--- src/rtl/seg7_pkg.sv ---
// rtl/seg7_pkg.sv - shared 7-segment glyphs and display constants
package seg7_pkg;
  localparam int NUM_DIGITS = 4;
  localparam logic [3:0] AN_OFF = 4'b1111;

  // Glyphs are {g,f,e,d,c,b,a}, active low
  localparam logic [6:0] SEG_0    = 7'b1000000;
  localparam logic [6:0] SEG_1    = 7'b1111001;
  localparam logic [6:0] SEG_2    = 7'b0100100;
  localparam logic [6:0] SEG_3    = 7'b0110000;
  localparam logic [6:0] SEG_4    = 7'b0011001;
  localparam logic [6:0] SEG_5    = 7'b0010010;
  localparam logic [6:0] SEG_6    = 7'b0000010;
  localparam logic [6:0] SEG_7    = 7'b1111000;
  localparam logic [6:0] SEG_8    = 7'b0000000;
  localparam logic [6:0] SEG_9    = 7'b0010000;
  localparam logic [6:0] SEG_DASH = 7'b0111111;
  localparam logic [6:0] SEG_OFF  = 7'b1111111;
endpackage

--- src/rtl/bcd_to_seg7.sv ---
// rtl/bcd_to_seg7.sv - BCD digit to active-low 7-segment glyph, dash for 10..15
module bcd_to_seg7
  import seg7_pkg::*;
(
  input  logic [3:0] bcd,
  output logic [6:0] seg
);

  always_comb begin
    seg = SEG_DASH;
    case (bcd)
      4'd0: seg = SEG_0;
      4'd1: seg = SEG_1;
      4'd2: seg = SEG_2;
      4'd3: seg = SEG_3;
      4'd4: seg = SEG_4;
      4'd5: seg = SEG_5;
      4'd6: seg = SEG_6;
      4'd7: seg = SEG_7;
      4'd8: seg = SEG_8;
      4'd9: seg = SEG_9;
      default: seg = SEG_DASH;
    endcase
  end

endmodule

--- src/rtl/seg7_bcd_scanner.sv ---
// rtl/seg7_bcd_scanner.sv - 4-digit multiplexed 7-segment scanner with frame snapshot,
// leading-zero blanking, decimal points and per-digit blink
module seg7_bcd_scanner
  import seg7_pkg::*;
#(
  parameter int REFRESH_DIV  = 100000,
  parameter int BLINK_FRAMES = 125
) (
  input  logic        clk,
  input  logic        clr,
  input  logic [15:0] digits,
  input  logic        blank_lz,
  input  logic [3:0]  dp_mask,
  input  logic [3:0]  blink_en,
  output logic [6:0]  seg,
  output logic        dp,
  output logic [3:0]  an
);

  localparam int RW = $clog2(REFRESH_DIV);
  localparam int FW = (BLINK_FRAMES > 1) ? $clog2(BLINK_FRAMES) : 1;
  localparam logic [RW-1:0] REF_MAX = RW'(REFRESH_DIV - 1);
  localparam logic [FW-1:0] FR_MAX  = FW'(BLINK_FRAMES - 1);

  logic [RW-1:0] refresh_q, refresh_d;
  logic [1:0]    idx_q, idx_d;
  logic [FW-1:0] frame_q, frame_d;
  logic          blink_q, blink_d;
  logic          first_q, first_d;
  logic [15:0]   snap_dig_q, snap_dig_d;
  logic          snap_lz_q, snap_lz_d;
  logic [NUM_DIGITS-1:0] snap_dp_q, snap_dp_d;
  logic [NUM_DIGITS-1:0] snap_bl_q, snap_bl_d;
  logic [3:0]    an_q, an_d;
  logic [6:0]    seg_q, seg_d;
  logic          dp_q, dp_d;

  logic          step, frame_end, load_snap, lz_blank, blank;
  logic [3:0]    cur_digit;
  logic [6:0]    glyph;

  assign cur_digit = snap_dig_q[{idx_q, 2'b00} +: 4];

  bcd_to_seg7 u_dec (
    .bcd (cur_digit),
    .seg (glyph)
  );

  always_comb begin
    step      = (refresh_q == REF_MAX);
    frame_end = step && (idx_q == 2'd3);
    // The cycle right after reset only captures the snapshot; scanning starts after it
    load_snap = first_q || frame_end;

    refresh_d = refresh_q;
    idx_d     = idx_q;
    frame_d   = frame_q;
    blink_d   = blink_q;
    first_d   = 1'b0;
    if (!first_q) begin
      refresh_d = step ? '0 : refresh_q + RW'(1);
      if (step) idx_d = idx_q + 2'd1;
      if (frame_end) begin
        frame_d = (frame_q == FR_MAX) ? '0 : frame_q + FW'(1);
        if (frame_q == FR_MAX) blink_d = ~blink_q;
      end
    end

    snap_dig_d = load_snap ? digits   : snap_dig_q;
    snap_lz_d  = load_snap ? blank_lz : snap_lz_q;
    snap_dp_d  = load_snap ? dp_mask  : snap_dp_q;
    snap_bl_d  = load_snap ? blink_en : snap_bl_q;

    // A digit is a leading zero when it and everything to its left is zero
    lz_blank = 1'b0;
    case (idx_q)
      2'd3: lz_blank = (snap_dig_q[15:12] == 4'd0);
      2'd2: lz_blank = (snap_dig_q[15:8]  == 8'd0);
      2'd1: lz_blank = (snap_dig_q[15:4]  == 12'd0);
      default: lz_blank = 1'b0;
    endcase
    blank = first_q || (snap_lz_q && lz_blank) || (blink_q && snap_bl_q[idx_q]);

    an_d  = blank ? AN_OFF  : ~(4'b0001 << idx_q);
    seg_d = blank ? SEG_OFF : glyph;
    dp_d  = blank ? 1'b1    : ~snap_dp_q[idx_q];
  end

  always_ff @(posedge clk) begin
    if (clr) begin
      refresh_q  <= '0;
      idx_q      <= 2'd0;
      frame_q    <= '0;
      blink_q    <= 1'b0;
      first_q    <= 1'b1;
      snap_dig_q <= 16'd0;
      snap_lz_q  <= 1'b0;
      snap_dp_q  <= '0;
      snap_bl_q  <= '0;
      an_q       <= AN_OFF;
      seg_q      <= SEG_OFF;
      dp_q       <= 1'b1;
    end else begin
      refresh_q  <= refresh_d;
      idx_q      <= idx_d;
      frame_q    <= frame_d;
      blink_q    <= blink_d;
      first_q    <= first_d;
      snap_dig_q <= snap_dig_d;
      snap_lz_q  <= snap_lz_d;
      snap_dp_q  <= snap_dp_d;
      snap_bl_q  <= snap_bl_d;
      an_q       <= an_d;
      seg_q      <= seg_d;
      dp_q       <= dp_d;
    end
  end

  assign an  = an_q;
  assign seg = seg_q;
  assign dp  = dp_q;

endmodule

--- config.mk ---
export PLATFORM = sky130hd
export DESIGN_NAME = seg7_bcd_scanner
export DESIGN_NICKNAME = d
export VERILOG_FILES = /design/src/rtl/seg7_pkg.sv /design/src/rtl/bcd_to_seg7.sv /design/src/rtl/seg7_bcd_scanner.sv
export SDC_FILE = /design/constraint.sdc
export NUM_CORES = 1
export LEC_CHECK = 0
export BUFFER_PORTS_ARGS = -buffer_cell sky130_fd_sc_hd__buf_2
export CORE_UTILIZATION = 30
export CTS_CLUSTER_SIZE = 40
export DETAILED_ROUTE_END_ITERATION = 16
export MAX_ROUTING_LAYER = met4
export SLEW_MARGIN = 25
export SYNTH_ARGS = -nofsm -noshare
export SYNTH_HDL_FRONTEND = slang
export SYNTH_SLANG_ARGS = --single-unit
--- constraint.sdc ---
create_clock -name clk -period 4 [get_ports clk]
set_input_delay 0.4 -clock clk [delete_from_list [all_inputs] [get_ports clk]]
set_output_delay 0.4 -clock clk [all_outputs]
set_load 0.02 [all_outputs]
==> results of run 1 <==
## placed cells by master, fill, tap and decap left out, types with 2 or more instances in the layout
cell type,instances
sky130_fd_sc_hd__nand2_1,13
sky130_fd_sc_hd__clkinvlp_4,2
sky130_fd_sc_hd__buf_2,38
sky130_fd_sc_hd__xnor2_1,8
sky130_fd_sc_hd__o21ai_1,3
sky130_fd_sc_hd__nor4_1,5
sky130_fd_sc_hd__clkbuf_8,11
sky130_fd_sc_hd__and4_1,4
sky130_fd_sc_hd__mux4_2,6
sky130_fd_sc_hd__o21ai_0,10
sky130_fd_sc_hd__or3_1,2
sky130_fd_sc_hd__nor2_1,21
sky130_fd_sc_hd__o31ai_1,7
sky130_fd_sc_hd__a21oi_1,20
sky130_fd_sc_hd__nor2b_1,4
sky130_fd_sc_hd__nand3_1,13
sky130_fd_sc_hd__ha_1,13
sky130_fd_sc_hd__xor2_1,5
sky130_fd_sc_hd__nand2b_1,51
sky130_fd_sc_hd__and3_1,5
sky130_fd_sc_hd__and2_1,3
sky130_fd_sc_hd__nor3_1,3
sky130_fd_sc_hd__dfxtp_1,65
sky130_fd_sc_hd__inv_1,11
sky130_fd_sc_hd__clkinv_2,3
sky130_fd_sc_hd__nor4b_1,2
sky130_fd_sc_hd__mux2i_1,26
sky130_fd_sc_hd__nand4_1,7
sky130_fd_sc_hd__or4_1,4
sky130_fd_sc_hd__a211oi_1,3
## per-stage QoR
stage | area (µm²) | hold WS (ns) | setup WS [ns] | cells | power (mW)
after global routing | 3710 | 0.299 | 1.55 | 516 | 1.38
after detailed placement | 3530 | 0.469 | 1.54 | 500 | 0.817
final | 3710 | 0.309 | 1.71 | 516 | 1.31
after CTS | 3710 | 0.295 | 1.50 | 516 | 1.33
after global placement | 3510 | 0.460 | 1.68 | 499 | 0.813
after floorplan | 3270 | 0.428 | 2.23 | 347 | 0.782
## tightest hold or removal path: cells and delay by family
family / cells / cell delay [ns]
AND/OR/NAND/NOR: 1 / 0.05
multiplexers: 1 / 0.05
buffers and inverters: 1 / 0.09
## report_power, final
part	internal, mW	leakage, nW	switching (mW)
Clock	0.255	0.0911	0.251
Sequential	0.672	0.532	0.0154
Combinational	0.0553	0.753	0.0588
Total	0.982	1.38	0.325
## state kept, by name (all words and copies together) (netlist names)
| name | flops |
|---|---|
| first_q | 1 |
| snap_dig_q | 16 |
| frame_q | 7 |
| seg | 7 |
| idx_q | 2 |
| blink_q | 1 |
| snap_dp_q | 4 |
| an | 4 |
| refresh_q | 17 |
| snap_bl_q | 4 |
| snap_lz_q | 1 |
| dp | 1 |
## kinds of logic (layout without fill, tap and decap cells)
group	Yosys count	after routing	synth area share (%)
xor gates and xnor gates	13	13	3.48
AOI/OAI and AO/OA	51	51	9.94
adders and majority gates	13	13	4.97
muxes	32	32	12.1
DFF	65	65	39.7
buffers and inverters	33	66	5.01
and+or+nand+nor	140	140	24.8
## layout make-up
type | count | area, µm² | area share, %
Clock buffer | 11 | 151 | 4.08
Clock inverter | 5 | 30.0 | 0.809
Inverter | 11 | 41.3 | 1.11
Multi-Input combinational cell | 249 | 1810 | 48.8
Sequential cell | 65 | 1300 | 35.1
Tap cell | 136 | 170 | 4.58
Timing Repair Buffer | 39 | 205 | 5.53
## how the worst max path moves through the flow
| stage | startpoint | endpoint | cells after the start |
|---|---|---|---|
| 2_1_floorplan | idx_q[0]$_SDFFE_PP0P_ | seg[5]$_SDFF_PP1_ | 7 |
| 6_report | idx_q[0]$_SDFFE_PP0P_ | seg[1]$_SDFF_PP1_ | 4 |
| 3_3_place_gp | refresh_q[5]$_SDFFE_PP0N_ | refresh_q[0]$_SDFFE_PP0N_ | 4 |
| 4_1_cts | refresh_q[5]$_SDFFE_PP0N_ | refresh_q[8]$_SDFFE_PP0N_ | 4 |
| 3_5_place_dp | refresh_q[5]$_SDFFE_PP0N_ | refresh_q[11]$_SDFFE_PP0N_ | 4 |
| 5_1_grt | idx_q[0]$_SDFFE_PP0P_ | seg[1]$_SDFF_PP1_ | 4 |
## per-layer routing
| layer | GRT usage [%] | up-vias | routed length (µm) |
|---|---|---|---|
| li1 | - | 1266 | - |
| met1 | 16.5 | 1172 | 3330 |
| met2 | 18.7 | 52 | 2810 |
| met3 | 3.68 | 10 | 275 |
| met4 | 5.48 | 0 | 104 |
| met5 | - | - | 0 |
==> impl_results.rst, run 1 <==
.. list-table::
   :header-rows: 1

   * - Metric
     - Value
   * - Run status
     - completed
   * - Worst rel slew slack
     - 42.9%
   * - Vias after detailed routing
     - ~2,500
   * - Count of filler cells inserted in the layout
     - 1,107
   * - Measured slew at the worst slew-check pin
     - 0.856 ns
   * - Width of the chip
     - 106 µm
   * - Power density cells
     - approximately 350 mW/mm²
   * - Routability Congestion
     - 0.762
   * - Nets
     - approximately 420
   * - Count of cell types in the netlist
     - 40
   * - Post-layout min period
     - about 2.3 ns
   * - Cell with the largest stage delay on the worst path
     - sky130_fd_sc_hd__dfxtp_1
   * - Inserted Clock Buffers
     - 9
   * - Number of antenna-violating nets in the routed design
     - 0
   * - Number of global-route vias before repair
     - approximately 2,400
   * - Synthesis-stage register bit count
     - 65
   * - Avg WL per Cell
     - approximately 13 µm
   * - Max Fanout on Critical Path
     - 12
   * - Area grow syn2layout
     - 13.4%
   * - Syn Nets
     - just under 400
   * - Static leakage power
     - approximately 1.4 nW
   * - Worst Path Arrival
     - 2.49 ns
   * - Area of the mapped netlist
     - between 0.003 and 0.004 mm²
   * - Critical path launch point type
     - flop
   * - Finished Core Util
     - 35.5%
   * - Register-to-Register Path Depth
     - 4
   * - Max Freq
     - approximately 440 MHz
   * - Antenna Cells
     - 0
   * - Global-route total usage across every layer
     - 12.8%
   * - Slowest stage delay, CP
     - just over 0.7 ns
   * - Number of hold buffers added after CTS
     - 0
   * - Most frequent cell after synthesis
     - sky130_fd_sc_hd__dfxtp_1
   * - Die Footprint
     - roughly 0.011 mm²
   * - Largest net degree at the start of global routing
     - between 60 and 70
   * - Initial antenna violation count
     - 0
   * - Half-perimeter wire length after placement
     - around 4.5 mm
   * - Number of buffers and inverters on the critical path
     - 0
   * - Reg-to-reg slack, setup
     - 1.71 ns
   * - Share of the clock period used by the worst path after layout
     - approximately 57%
   * - Worst-path cell chain
     - mux4_2, a211oi_1, o211a_1, o21ai_0
   * - Number of pins exceeding their max-slew limit in the final report
     - 0
   * - Post-cts resize count
     - 0
   * - Vias per std cell
     - 4.84
   * - Primary flip-flop cell chosen by synthesis mapping
     - sky130_fd_sc_hd__dfxtp_1
   * - DRC violation count after routing
     - 0
   * - Clock insertion delay at the later pin of the skew report
     - approximately 0.34 ns
   * - Most numerous cell types in the synthesized netlist
     - 65 x sky130_fd_sc_hd__dfxtp_1, 51 x sky130_fd_sc_hd__nand2b_1, 26 x sky130_fd_sc_hd__mux2i_1, 21 x sky130_fd_sc_hd__nor2_1, 20 x sky130_fd_sc_hd__a21oi_1
   * - Core area
     - 0.0105 mm²
   * - Depth of the worst hold-timing path
     - 3
   * - Number of sinks driven by the clock tree
     - between 60 and 70
   * - Critical register-to-register path endpoint
     - seg[1]$_SDFF_PP1_
   * - Longest Clk Path Bufs
     - 2
   * - Kind of cell adding the most delay to the critical path
     - compound AO/OA/AOI/OAI gates
   * - Clock tree root buffer cell
     - sky130_fd_sc_hd__clkbuf_8
   * - Final Skew
     - 0.00962 ns
   * - Detailed-route wire length
     - 6.52 mm
   * - Starting Density
     - 31.3%
   * - Number of maximum-capacitance constraint violations
     - 0
   * - IO Port Bufs
     - 38
   * - Share of the synthesized area in the top cell type
     - 39.7%
   * - First-pass iteration count of the detailed router
     - 4
   * - H-tree depth reported by CTS
     - 3
   * - RSZ-0062 raised after global routing
     - no
   * - Synth top area cells
     - sky130_fd_sc_hd__dfxtp_1 40%, sky130_fd_sc_hd__nand2b_1 9.7%, sky130_fd_sc_hd__mux2i_1 7.9%, sky130_fd_sc_hd__ha_1 5.0%, sky130_fd_sc_hd__mux4_2 4.1%
   * - Synthesized area divided by synthesized cell count
     - around 9.4 µm²
   * - Count of yosys warnings during synthesis
     - 0
   * - Element type at the critical path end
     - flop
   * - Share of flip-flops with an asynchronous set or reset
     - 0%
   * - Count of flip-flops with a built-in enable after synthesis
     - 0
   * - Fraction of layout instances using a drive strength above 1
     - 16.8%
   * - Reg-to-Reg Start
     - idx_q[0]$_SDFFE_PP0P_
   * - Fin. Hold Viols
     - 0
   * - Setup tns final
     - 0 ns
   * - Type of the worst setup path
     - flop to flop
   * - Fraction of the yosys area taken by sequential cells
     - roughly 40%
   * - VDD IR-drop max
     - around 0.00012 V
   * - CTS tree
     - done
   * - Iteration-0 DRC Markers
     - 70
   * - Crit path required time
     - ~4.2 ns
   * - Number of top-level pins
     - 39
   * - Hold path start
     - digits[6]
   * - Worst hold endpoint
     - snap_dig_q[6]$_SDFFE_PP0P_
   * - Post-synth top area cell
     - sky130_fd_sc_hd__dfxtp_1
   * - Overflow after GRT
     - 0
   * - Setup Fix Bufs, Post-CTS
     - 0
   * - FP Rows
     - 37
   * - Number of setup violations in the final report
     - 0
   * - Gate count after technology mapping
     - ~350
   * - Global-route wire length before repair
     - between 10 and 15 mm
   * - Worst min-delay path category
     - primary input to flop
   * - Chip Height
     - about 110 µm
   * - Register clock-pin slew on the reported worst setup and hold paths
     - 0.07 ns
Power figures use the tool's default switching activity.
==> run 2: changes to the inputs <==
ABC_AREA = 1   (was not set)
clock period = 2.2 ns   (was 4 ns; I/O delays follow)
==> run 2 against run 1 <==
  * Flip-flop and latch count is the same
  * Die area grew 1.3%
  * Clock-buffer cell count unchanged
  * Combinational power increased by 89%
  * Largest cell class unchanged
  * Highest routed layer unchanged
==> impl_results.rst, run 2 <==
.. list-table::
   :header-rows: 1

   * - Metric
     - Value
   * - Number of top-level pins
     - 39
   * - Setup crit end
     - an[0]$_SDFF_PP1_
   * - Synthesized area divided by synthesized cell count
     - roughly 7 µm²
   * - Post-synth top area cell
     - sky130_fd_sc_hd__dfxtp_1
   * - Starting Density
     - between 30% and 40%
   * - Global-route total usage across every layer
     - about 14%
   * - Detailed-route wire length
     - between 7 and 8 mm
   * - Chip Height
     - about 110 µm
   * - Iteration-0 DRC Markers
     - around 120
   * - RSZ-0062 raised after global routing
     - no
   * - Area grow syn2layout
     - 14.6%
   * - Final standard cell area without fillers
     - between 0.003 and 0.004 mm²
   * - Setup Fix Bufs, Post-CTS
     - 0
   * - Antenna Cells
     - 0
   * - Critical path launch point type
     - flop
   * - Core area
     - roughly 0.011 mm²
   * - Register with the most flip-flops
     - refresh_q
   * - Worst rel slew slack
     - about two thirds
   * - Number of hold buffers added after CTS
     - 0
   * - VDD IR-drop max
     - roughly 0.00042 V
   * - Largest net degree at the start of global routing
     - 31
   * - Initial antenna violation count
     - 0
   * - H-tree depth reported by CTS
     - 3
   * - Element type at the critical path end
     - flop
   * - Most frequent cell after synthesis
     - sky130_fd_sc_hd__nand2_1
   * - Number of setup violations in the final report
     - 0
   * - Largest regs
     - refresh_q x17, snap_dig_q x16
   * - Width of the chip
     - 107 µm
   * - Largest register FFs
     - 17
   * - Setup tns final
     - 0 ns
   * - Internal Power
     - slightly below 2 mW
   * - Register clock-pin slew on the reported worst setup and hold paths
     - 0.07 ns
   * - DRC violation count after routing
     - 0
   * - Post-Place Cell Area
     - 0.00360 mm²
   * - Post-layout min period
     - 1.85 ns
   * - Share of the clock period used by the worst path after layout
     - 84.3%
   * - Fraction of the yosys area taken by sequential cells
     - between 30% and 40%
   * - Number of antenna-violating nets in the routed design
     - 0
   * - Finished Core Util
     - 35.2%
   * - Run status
     - completed
   * - Die Footprint
     - 0.0115 mm²
   * - Post-route insts no fill
     - roughly 650
   * - Clock insertion delay at the later pin of the skew report
     - around 0.35 ns
   * - Count of cell types in the netlist
     - 39
   * - Clock tree root buffer cell
     - sky130_fd_sc_hd__clkbuf_8
   * - Register-to-Register Path Depth
     - 8
   * - Half-perimeter wire length after placement
     - between 5 and 6 mm
   * - Power density cells
     - between 600 and 700 mW/mm²
   * - Synth top area cells
     - sky130_fd_sc_hd__dfxtp_1 39%, sky130_fd_sc_hd__nand2_1 11%, sky130_fd_sc_hd__nor2_1 9.1%, sky130_fd_sc_hd__nor2_2 5.1%, sky130_fd_sc_hd__nand3_1 5.0%
   * - Clk network pwr share
     - between 40% and 50%
   * - Worst Path Arrival
     - between 2 and 2.5 ns
   * - Gate count after technology mapping
     - 472
   * - Comb power frac
     - under 10%
   * - Share of the synthesized area in the top cell type
     - about two fifths
   * - Count of yosys warnings during synthesis
     - 0
   * - Switching power
     - slightly above 0.6 mW
   * - Most common library cell in the layout ignoring fill and taps
     - sky130_fd_sc_hd__nand2_1
   * - Number of placed cells counting well taps
     - between 600 and 700
   * - Net switching share of the total power
     - 24.0%
   * - FP Rows
     - 38
   * - Share of flip-flops with an asynchronous set or reset
     - 0%
   * - Register share of total power
     - 49.3%
   * - Measured slew at the worst slew-check pin
     - around 0.5 ns
   * - Count of filler cells inserted in the layout
     - around 1,200
   * - Crit path required time
     - between 2 and 2.5 ns
   * - Primary flip-flop cell chosen by synthesis mapping
     - sky130_fd_sc_hd__dfxtp_1
   * - Worst min-delay path category
     - primary input to flop
   * - Reg-to-reg slack, setup
     - approximately 0.35 ns
   * - Final Skew
     - between 0.01 and 0.015 ns
   * - CTS tree
     - done
   * - Fraction of layout instances using a drive strength above 1
     - approximately 20%
   * - Type of the worst setup path
     - flop to flop
   * - Syn Nets
     - ~510
   * - Avg WL per Cell
     - ~11 µm
   * - Reg-to-Reg Start
     - idx_q[1]$_SDFFE_PP0P_
   * - Number of maximum-capacitance constraint violations
     - 0
   * - Count of flip-flops with a built-in enable after synthesis
     - 0
   * - Number of global-route vias before repair
     - ~2,800
   * - First-pass iteration count of the detailed router
     - 4
   * - Fin. Hold Viols
     - 0
   * - Number of pins exceeding their max-slew limit in the final report
     - 0
   * - Vias per std cell
     - ~4.5
   * - Post-cts resize count
     - 0
   * - Area of the mapped netlist
     - 0.00332 mm²
   * - Vias after detailed routing
     - roughly 2,900
   * - Routability Congestion
     - around 0.87
   * - Longest Clk Path Bufs
     - 2
   * - Inserted Clock Buffers
     - 9
   * - Nets
     - around 550
   * - Critical register-to-register path endpoint
     - an[0]$_SDFF_PP1_
   * - Global-route wire length before repair
     - 12.5 mm
   * - Overflow after GRT
     - 0
   * - Synthesis-stage register bit count
     - between 60 and 70
   * - Max Freq
     - 539 MHz
   * - Static leakage power
     - about 1.6 nW
   * - Max Fanout on Critical Path
     - 12
   * - Highest-count cells in the layout ignoring fill and taps
     - 101 x sky130_fd_sc_hd__nand2_1, 80 x sky130_fd_sc_hd__nor2_1, 65 x sky130_fd_sc_hd__dfxtp_1
   * - Start point of the critical path
     - idx_q[1]$_SDFFE_PP0P_
   * - IO Port Bufs
     - 38
   * - Number of sinks driven by the clock tree
     - 65
   * - Most numerous cell types in the synthesized netlist
     - 101 x sky130_fd_sc_hd__nand2_1, 80 x sky130_fd_sc_hd__nor2_1, 65 x sky130_fd_sc_hd__dfxtp_1, 35 x sky130_fd_sc_hd__inv_1, 33 x sky130_fd_sc_hd__nand3_1
-- run 2: cell count changes in the layout (fill, tap and decap cells not counted), sizes merged, moves of 7 or more --
cell	before	now
nand3	13	35
o31ai	7	0
xnor2	8	1
nor2	21	108
mux2i	26	0
o21ai	13	39
nand2	13	106
inv	11	47
nand2b	51	0
-- run 2: critical path, cell delays in order (launching register included) --
cell                      delay, ns
sky130_fd_sc_hd__dfxtp_1       0.51
sky130_fd_sc_hd__inv_2         0.16
sky130_fd_sc_hd__ha_1          0.24
sky130_fd_sc_hd__nand3_1       0.10
sky130_fd_sc_hd__nand2_1       0.05
sky130_fd_sc_hd__nand2_1       0.04
sky130_fd_sc_hd__o21ai_0       0.08
sky130_fd_sc_hd__a21oi_2       0.43
sky130_fd_sc_hd__nand2_1       0.11
-- run 2: power groups by stage --
stage,Sequential (mW),Combinational (mW),Clock [mW]
2_1_floorplan,1.28,0.146,0
3_3_place_gp,1.28,0.213,0
3_5_place_dp,1.28,0.217,0
4_1_cts,1.25,0.218,1.09
5_1_grt,1.26,0.250,1.15
6_report,1.25,0.216,1.07
-- run 2: area by class of cell --
cell class              count  area, µm²  area share, %
clock buffers              11        131           3.46
clock inverters             3       67.6           1.78
inverters                  48        184           4.84
multi-input cells         346       1740           45.9
flip-flops and latches     65       1300           34.2
well taps                 140        175           4.61
repair buffers             39        198           5.20
-- run 2: logic make-up after synthesis --
logic type	Yosys count	synth area share [%]
simple gates	266	36.4
xor+xnor	5	1.32
fa+ha+maj	13	4.90
compound gates	62	9.88
buf+inv	61	8.22
flops	65	39.2
-- run 2: per-layer routing --
metal,global-route usage [%],wire length [µm]
met5,-,0
met4,5.48,97
met3,3.89,275
met2,21.1,3190
met1,18.3,3610
-- run 2: worst min path at each step --
stage | slack (ns) | depth (start not counted) | from | endpoint
final | 0.09 | 3 | blink_en[1] | snap_bl_q[1]$_SDFFE_PP0P_
after global routing | 0.09 | 3 | digits[12] | snap_dig_q[12]$_SDFFE_PP0P_
after CTS | 0.08 | 3 | dp_mask[1] | snap_dp_q[1]$_SDFFE_PP0P_
after detailed placement | 0.45 | 3 | dp_mask[1] | snap_dp_q[1]$_SDFFE_PP0P_
after global placement | 0.45 | 3 | digits[8] | snap_dig_q[8]$_SDFFE_PP0P_
after floorplan | 0.25 | 0 | clr | first_q$_DFF_P_
-- run 2: stage by stage --
stage | hold WS, ns | power, mW | setup WS [ns]
after floorplan | 0.248 | 1.43 | 0.633
after global placement | 0.446 | 1.49 | 0.439
after detailed placement | 0.452 | 1.50 | 0.302
after CTS | 0.0819 | 2.56 | 0.291
after global routing | 0.0871 | 2.65 | 0.104
final | 0.0885 | 2.54 | 0.346
==> run 3: changes to the inputs <==
clock period = 1.8 ns   (was 2.2 ns; I/O delays follow)
==> run 3 against run 2 <==
  * Non-clock buffer count is 9 higher
  * Sequential share of layout area is 0.65 points lower
  * Cell count is 1.5% higher
  * Clock power is 14% higher
  * Global-route usage is 0.14 points lower
  * Critical path depth is 2 higher
  * Hold slack worse by 0.031 ns
  * Critical endpoint is now refresh_q[16]$_SDFFE_PP0N_
  * Highest routed layer unchanged
==> impl_results.rst, run 3 (synthesized netlist as in run 2, its figures left out) <==
.. list-table::
   :header-rows: 1

   * - Metric
     - Value
   * - Chip Height
     - 107 µm
   * - Most common library cell in the layout ignoring fill and taps
     - sky130_fd_sc_hd__nand2_1
   * - CTS tree
     - done
   * - Half-perimeter wire length after placement
     - between 5 and 6 mm
   * - IO Port Bufs
     - 38
   * - Number of hold buffers added after CTS
     - 0
   * - H-tree depth reported by CTS
     - 3
   * - FP Rows
     - 38
   * - Longest Clk Path Bufs
     - 2
   * - Final worst slack
     - roughly 0.17 ns
   * - Highest-count cells in the layout ignoring fill and taps
     - 99 x sky130_fd_sc_hd__nand2_1, 80 x sky130_fd_sc_hd__nor2_1, 64 x sky130_fd_sc_hd__dfxtp_1
   * - Amount of wire on met3 after detailed routing
     - ~200 µm
   * - Worst rel slew slack
     - between 70% and 80%
   * - Register with the most flip-flops
     - refresh_q
   * - RSZ-0062 raised after global routing
     - no
   * - Detailed-route wire length
     - just over 7 mm
   * - Core area
     - around 0.011 mm²
   * - Global-route wire length before repair
     - 12.4 mm
   * - Element type at the critical path end
     - flop
   * - Critical path launch point type
     - flop
   * - Total design power
     - between 3 and 4 mW
   * - Power density cells
     - between 700 and 800 mW/mm²
   * - Reg-to-reg slack, setup
     - 0.17 ns
   * - Starting Density
     - 30.7%
   * - Depth of the worst hold-timing path
     - 3
   * - Register-to-Register Path Depth
     - 10
   * - Worst min-delay path category
     - primary input to flop
   * - Width of the chip
     - about 110 µm
   * - Setup crit end
     - refresh_q[16]$_SDFFE_PP0N_
   * - Hold path start
     - digits[2]
   * - Fraction of layout instances using a drive strength above 1
     - 22.6%
   * - Number of setup violations in the final report
     - 0
   * - Largest regs
     - refresh_q x17, snap_dig_q x16
   * - Worst Hold Slack
     - about 0.057 ns
   * - Number of top-level pins
     - 39
   * - Share of the clock period used by the worst path after layout
     - 90.4%
   * - Vias after detailed routing
     - around 3,000
   * - VDD IR-drop max
     - between 0.0004 and 0.0005 V
   * - Nets
     - about 560
   * - Metal-1 WL
     - about 3.7 mm
   * - Largest net degree at the start of global routing
     - 27
   * - Number of maximum-capacitance constraint violations
     - 0
   * - Avg WL per Cell
     - roughly 11 µm
   * - Worst Path Arrival
     - roughly 1.9 ns
   * - Iteration-0 DRC Markers
     - 120
   * - Number of sinks driven by the clock tree
     - 65
   * - Finished Core Util
     - between 30% and 40%
   * - Max layer used
     - met4
   * - Crit path required time
     - 2.03 ns
   * - Setup tns final
     - 0 ns
   * - Global-route total usage across every layer
     - around 14%
   * - Register clock-pin slew on the reported worst setup and hold paths
     - roughly 0.070 ns
   * - Met2 routed wirelength
     - between 3 and 4 mm
   * - Number of global-route vias before repair
     - between 2,000 and 3,000
   * - Max Freq
     - about 610 MHz
   * - Largest register FFs
     - 17
   * - Measured slew at the worst slew-check pin
     - between 0.3 and 0.4 ns
   * - Start point of the critical path
     - refresh_q[0]$_SDFFE_PP0N_
   * - Die Footprint
     - ~0.011 mm²
   * - Static leakage power
     - between 1.5 and 2 nW
   * - Post-layout min period
     - between 1.5 and 2 ns
   * - Antenna Cells
     - 0
   * - First-pass iteration count of the detailed router
     - 4
   * - Overflow after GRT
     - 0
   * - DRC violation count after routing
     - 0
   * - Clock insertion delay at the later pin of the skew report
     - approximately 0.34 ns
   * - Area grow syn2layout
     - 16.9%
   * - Routability Congestion
     - between 0.8 and 0.9
   * - Vias per std cell
     - about 4.5
   * - Clock tree root buffer cell
     - sky130_fd_sc_hd__clkbuf_8
   * - Final Skew
     - 0.0106 ns
   * - Initial antenna violation count
     - 0
   * - Run status
     - completed
   * - Number of pins exceeding their max-slew limit in the final report
     - 0
   * - Pre-CTS setup slack
     - 0.0286 ns
   * - Inserted Clock Buffers
     - 9
   * - Count of filler cells inserted in the layout
     - between 1,000 and 1,500
   * - Fin. Hold Viols
     - 0
   * - Max Fanout on Critical Path
     - 10
   * - Type of the worst setup path
     - flop to flop
   * - Number of antenna-violating nets in the routed design
     - 0
   * - Reg-to-Reg Start
     - refresh_q[0]$_SDFFE_PP0N_
   * - Critical register-to-register path endpoint
     - refresh_q[16]$_SDFFE_PP0N_
## run 3: worst max-delay path: stages, from the launching register on
cell,delay [ns]
sky130_fd_sc_hd__dfxtp_1,0.35
sky130_fd_sc_hd__ha_1,0.18
sky130_fd_sc_hd__nand2_1,0.10
sky130_fd_sc_hd__inv_1,0.11
sky130_fd_sc_hd__nand2_1,0.05
sky130_fd_sc_hd__nor2_1,0.14
sky130_fd_sc_hd__nand3_2,0.20
sky130_fd_sc_hd__nand2_4,0.21
sky130_fd_sc_hd__inv_2,0.07
sky130_fd_sc_hd__nand2_1,0.07
sky130_fd_sc_hd__nor2_1,0.04
## run 3: worst min path at each step
stage / slack [ns] / endpoint
floorplan: 0.21 / first_q$_DFF_P_
global placement: 0.40 / snap_bl_q[2]$_SDFFE_PP0P_
detailed placement: 0.41 / snap_dig_q[2]$_SDFFE_PP0P_
CTS: 0.04 / snap_dig_q[2]$_SDFFE_PP0P_
global route: 0.04 / snap_dig_q[0]$_SDFFE_PP0P_
finish: 0.06 / snap_dig_q[2]$_SDFFE_PP0P_
## run 3: final cells by class
class	instances	area (µm²)	area share (%)
Clock buffer	10	138	3.55
Clock inverter	5	56.3	1.45
Inverter	48	184	4.74
Tap cell	140	175	4.52
Timing Repair Buffer	48	269	6.94
Multi-Input combinational cell	346	1750	45.2
Sequential cell	65	1300	33.6
## run 3: timing repair
action                                  4_1_cts  5_1_grt
endpoints found under the setup margin        0       41
setup buffers                                 0        0
endpoints found under the hold margin         0        0
resized for setup                             0        5
## run 3: power by group
group          switching, mW  internal, mW
registers             0.0342          1.50
clock network          0.549         0.666
logic                  0.166         0.106
## run 3: per-layer routing
layer  global-route usage (%)  vias up
li1                         -     1586
met1                     17.8     1342
met2                     21.0       46
met3                     3.22       15
met4                     7.05        0
met5                        -        -
## run 3: metrics by stage
step / instance area, µm² / cells
global placement: 3670 / 647
floorplan: 3320 / 472
finish: 3880 / 662
CTS: 3860 / 662
global route: 3880 / 662
detailed placement: 3670 / 647
